`src/rtl/collision_monitor.sv`:
```
// Game supervisor: watches the bird column of the LED layers and raises death on overlap or loss.
// Tracks pipes cleared as a saturating score; all outputs are registered, 1-cycle reaction.
module collision_monitor #(
   parameter int ROWS     = 8,
   parameter int COLS     = 8,
   parameter int BIRD_COL = 6,
   parameter int SCORE_W  = 8
) (
   input  logic                          clk,
   input  logic                          reset,
   input  logic                          start,
   input  logic                          restart,
   input  logic                          frame_tick,
   input  logic [ROWS-1:0][COLS-1:0]     red_array,
   input  logic [ROWS-1:0][COLS-1:0]     green_array,
   output logic                          dead,
   output logic                          playing,
   output logic [$clog2(ROWS)-1:0]       hit_row,
   output logic [SCORE_W-1:0]            score
);

   localparam int RW = $clog2(ROWS);
   localparam logic [SCORE_W-1:0] SCORE_MAX = {SCORE_W{1'b1}};

   typedef enum logic [1:0] {IDLE, PLAY, DEAD} state_t;

   state_t             state, state_nx;
   logic [SCORE_W-1:0] score_nx;
   logic [RW-1:0]      hit_row_nx;
   logic               pipe_prev, pipe_prev_nx;

   logic [ROWS-1:0]    bird_col;
   logic [ROWS-1:0]    pipe_col;
   logic [ROWS-1:0]    overlap;
   logic               hit;
   logic               lost;
   logic               pipe_now;
   logic [RW-1:0]      hit_idx;

   always_comb begin
      bird_col = '0;
      pipe_col = '0;
      for (int r = 0; r < ROWS; r++) begin
         bird_col[r] = red_array[r][BIRD_COL];
         pipe_col[r] = green_array[r][BIRD_COL];
      end
   end

   assign overlap  = bird_col & pipe_col;
   assign hit      = |overlap;
   assign lost     = ~|bird_col;
   assign pipe_now = |pipe_col;

   // Scan downward so the lowest overlapping row wins.
   always_comb begin
      hit_idx = '0;
      for (int r = ROWS - 1; r >= 0; r--) begin
         if (overlap[r]) hit_idx = RW'(r);
      end
   end

   always_comb begin
      state_nx     = state;
      score_nx     = score;
      hit_row_nx   = hit_row;
      pipe_prev_nx = pipe_prev;
      if (restart) begin
         state_nx     = IDLE;
         pipe_prev_nx = 1'b0;
      end else begin
         case (state)
            IDLE: begin
               if (start) begin
                  state_nx     = PLAY;
                  score_nx     = '0;
                  hit_row_nx   = '0;
                  pipe_prev_nx = 1'b0;
               end
            end
            PLAY: begin
               // Death outranks a scoring tick in the same cycle.
               if (hit || lost) begin
                  state_nx   = DEAD;
                  hit_row_nx = hit ? hit_idx : RW'(ROWS - 1);
               end else if (frame_tick) begin
                  pipe_prev_nx = pipe_now;
                  if (pipe_prev && !pipe_now && (score != SCORE_MAX))
                     score_nx = score + 1'b1;
               end
            end
            DEAD: ;
            default: state_nx = IDLE;
         endcase
      end
   end

   always_ff @(posedge clk or posedge reset) begin
      if (reset) begin
         state     <= IDLE;
         score     <= '0;
         hit_row   <= '0;
         pipe_prev <= 1'b0;
         dead      <= 1'b0;
         playing   <= 1'b0;
      end else begin
         state     <= state_nx;
         score     <= score_nx;
         hit_row   <= hit_row_nx;
         pipe_prev <= pipe_prev_nx;
         dead      <= (state_nx == DEAD);
         playing   <= (state_nx == PLAY);
      end
   end

endmodule

```
`config.mk`:
```
export PLATFORM = sky130hd
export DESIGN_NAME = collision_monitor
export DESIGN_NICKNAME = d
export VERILOG_FILES = /design/src/rtl/collision_monitor.sv
export SDC_FILE = /design/constraint.sdc
export NUM_CORES = 1
export LEC_CHECK = 0
export BUFFER_PORTS_ARGS = -buffer_cell sky130_fd_sc_hd__buf_2
export CAP_MARGIN = 10
export CORE_MARGIN = 2
export CORE_UTILIZATION = 29
export DETAILED_ROUTE_END_ITERATION = 12
export PLACE_DENSITY = 0.8
export SKIP_CTS_REPAIR_TIMING = 1
export SYNTH_ARGS = -nofsm -noshare
export SYNTH_HDL_FRONTEND = slang
export SYNTH_SLANG_ARGS = --single-unit
```
`constraint.sdc`:
```
create_clock -name clk -period 2.15 [get_ports clk]
set_input_delay 0.215 -clock clk [delete_from_list [all_inputs] [get_ports clk]]
set_output_delay 0.215 -clock clk [all_outputs]
set_load 0.005 [all_outputs]
```
==> results.sh <==
export IMPL_ys_flop_type="sky130_fd_sc_hd__dfrtp_1"
export IMPL_post_route_period_util_pct=85.05
export IMPL_async_reset_ff_share_pct=100.0
export IMPL_crit_required_ns=2.36
export IMPL_r2r_worst_path_cells=5
export IMPL_diode_insertion_count_for_antenna_repair=0
export IMPL_route_final_wire_length_mm=2.298
export IMPL_cts_clk_slew_worst_paths_ns=0.08
export IMPL_ir_worst_vdd_mv=0.2700
export IMPL_cts_inserted_buffers=3
export IMPL_synth_area_um2=967.2
export IMPL_postSynthNetCount=236
export IMPL_routed_wl_met2_mm=1.093
export IMPL_post_layout_nonfiller_instances=182
export IMPL_hold_slack_ns=-0.01232
export IMPL_fmaxAchievable_mhz=546.9
export IMPL_cts_sinks=16
export IMPL_regToRegStartpoint="score[5]$_DFFE_PP0P_"
export IMPL_worst_slew_pin_slew_ns=0.6031
export IMPL_grt_max_degree=17
export IMPL_synth_cells=102
export IMPL_global_route_wire_length_before_repair_mm=3.553
export IMPL_overflow=0
export IMPL_synth_enable_flop_cells=0
export IMPL_clock_tree_from_tritoncts="built"
export IMPL_finalWorstPathRequiredPeriod_ns=1.828
export IMPL_rsz_0062_raised_after_global_routing="no"
export IMPL_max_cap_violations=0
export IMPL_cts_root_buf="sky130_fd_sc_hd__clkbuf_4"
export IMPL_drt_first_pass_iters=4
export IMPL_timing_setup_critical_path_class="reg2reg"
export IMPL_failed_checks="negative hold slack"
export IMPL_mostFrequentLayoutCell="sky130_fd_sc_hd__buf_2"
export IMPL_timing_critical_path_fanout_max=7
export IMPL_synth_area_leader_cell="sky130_fd_sc_hd__dfrtp_1"
export IMPL_max_clock_path_buffers=2
export IMPL_post_place_cells=179
export IMPL_post_route_cells_drive_above_1_share_pct=31.16
export IMPL_dieArea_mm2=0.003813
export IMPL_globalplace_congestion=0.7992
export IMPL_route_vias_total=942
export IMPL_area_growth_syn_to_layout_pct=25.48
export IMPL_timing_critical_path_from="score[5]$_DFFE_PP0P_"
export IMPL_slew_headroom_pct=59.75
export IMPL_post_drt_wl_per_cell_um=12.63
export IMPL_final_setup_skew_ns=0.003978
export IMPL_grt_antenna_before_repair=0
export IMPL_final_hold_viol_count=16
export IMPL_topRoutingLayerUsed="met4"
export IMPL_most_common_layout_cells="sky130_fd_sc_hd__buf_2, sky130_fd_sc_hd__dfrtp_1, sky130_fd_sc_hd__nand2_1, sky130_fd_sc_hd__a31oi_1"
export IMPL_synth_top_area_share_pct=41.40
export IMPL_final_core_util_pct=39.11
export IMPL_global_route_usage_total_pct=12.62
export IMPL_hold_class="in2async"
export IMPL_yosys_warnings=0
export IMPL_initial_core_util_pct=31.17
export IMPL_crit_reg2reg_capture="score[1]$_DFFE_PP0P_"
export IMPL_drt_initial_drc_count=43
export IMPL_power_total_mw=0.6347
export IMPL_cts_htree_levels=1
export IMPL_core_area_mm2=0.003103
export IMPL_status="finished with violations"
export IMPL_drc=0
export IMPL_final_net_count=274
export IMPL_share_of_the_yosys_chip_area_belonging_to_registers_pct=41.40
export IMPL_vias_in_the_first_global_route=805
export IMPL_synth_area_leaders="sky130_fd_sc_hd__dfrtp_1, sky130_fd_sc_hd__nand2_1, sky130_fd_sc_hd__a31oi_1"
export IMPL_ys_ff_latch=16
export IMPL_wl_met3_um=127
export IMPL_rrSetupSlack_ns=0.32
export IMPL_rows=20
export IMPL_post_synth_cell_area_avg_um2=9.482
export IMPL_die_x_um=61.75
export IMPL_critPathLaunchType="flop"
export IMPL_p_per_area_mw_per_mm2=522.9
export IMPL_critPathArrivalTime_ns=2.04
export IMPL_finalMaxSlewViolations=0
export IMPL_drt_vias_per_instance=5.176
export IMPL_ys_types=39
export IMPL_die_height_um=61.75
export IMPL_num_io_pins=146
export IMPL_setup_viol=0
export IMPL_dpl_hpwl_mm=1.873
export IMPL_drt_antenna_violating_nets=0
export IMPL_io_buffer_count=33
export IMPL_fin_setup_tns_ns=0
export IMPL_setup_worst_path_end_class="flop"
export IMPL_drt_met1_wl_mm=1.063
export IMPL_power_static_leakage_nw=0.5546
export IMPL_insertion_delay_ns=0.28
==> report_power, final <==
group	switching [mW]	leakage (nW)	internal (mW)
registers	0.0277	0.217	0.324
logic	0.0722	0.324	0.0635
clock network	0.0824	0.0138	0.0649
==> cell usage after synthesis (2+ instances only) <==
cell type                  count
sky130_fd_sc_hd__o21ai_0       2
sky130_fd_sc_hd__nand3_1       5
sky130_fd_sc_hd__a21oi_1       4
sky130_fd_sc_hd__mux2i_1       2
sky130_fd_sc_hd__a31oi_1       6
sky130_fd_sc_hd__nor4_1        2
sky130_fd_sc_hd__nand2_1      14
sky130_fd_sc_hd__a32o_1        3
sky130_fd_sc_hd__nor2_1        4
sky130_fd_sc_hd__o311ai_1      2
sky130_fd_sc_hd__nand2b_1      5
sky130_fd_sc_hd__or3_1         3
sky130_fd_sc_hd__dfrtp_1      16
sky130_fd_sc_hd__a22oi_1       2
sky130_fd_sc_hd__inv_1         5
sky130_fd_sc_hd__a21boi_1      2
sky130_fd_sc_hd__and4_1        2
sky130_fd_sc_hd__or4_4         2
==> metal layers <==
| metal | track usage [%] | vias up |
|---|---|---|
| met4 | 3.647 | 0 |
| met5 | 0 | - |
| met2 | 20.00 | 27 |
| li1 | - | 476 |
| met1 | 17.11 | 437 |
| met3 | 3.106 | 2 |
==> sequential cells by signal, indices dropped and copies added, names as in the netlist <==
signal     count
state          2
score          8
hit_row        3
dead           1
playing        1
pipe_prev      1
==> layout make-up <==
type / instances / area, µm²
fillers: 347 / 1889
multi-input cells: 80 / 544.3
flip-flops and latches: 16 / 400.4
repair buffers: 34 / 172.7
well taps: 44 / 55.05
clock buffers: 3 / 22.52
inverters: 5 / 18.77
==> stage by stage <==
| stage | area, µm² | setup WS [ns] |
|---|---|---|
| detailed placement | 1191 | 0.1593 |
| global route | 1214 | 0.1847 |
| global placement | 1191 | 0.1754 |
| CTS | 1214 | 0.3157 |
| floorplan | 967.2 | 0.4331 |
| finish | 1214 | 0.3215 |
==> cell families after synthesis <==
group / after synthesis / share of synthesized area, %
flops: 16 / 41.40
fa+ha+maj: 1 / 1.293
compound gates: 31 / 25.23
simple gates: 46 / 27.68
buf+inv: 6 / 2.328
mux: 2 / 2.070
==> worst max-delay path, cell delays in order, from the launching register on <==
cell and delay [ns]:
sky130_fd_sc_hd__dfrtp_1 0.44, sky130_fd_sc_hd__and4_1 0.26, sky130_fd_sc_hd__and4_1 0.23, sky130_fd_sc_hd__or3_1 0.37, sky130_fd_sc_hd__o21ai_4 0.25, sky130_fd_sc_hd__mux2i_1 0.21
==> worst max-delay path by stage <==
stage                                        end  slack (ns)  depth (start not counted)
after floorplan           hit_row[0]$_DFFE_PP0P_        0.43                          5
after global placement      score[5]$_DFFE_PP0P_        0.18                          6
after detailed placement    score[5]$_DFFE_PP0P_        0.16                          6
after CTS                   score[1]$_DFFE_PP0P_        0.32                          5
after global routing        score[1]$_DFFE_PP0P_        0.18                          5
final                       score[1]$_DFFE_PP0P_        0.32                          5
No activity file was read; power rests on OpenSTA's default activity.
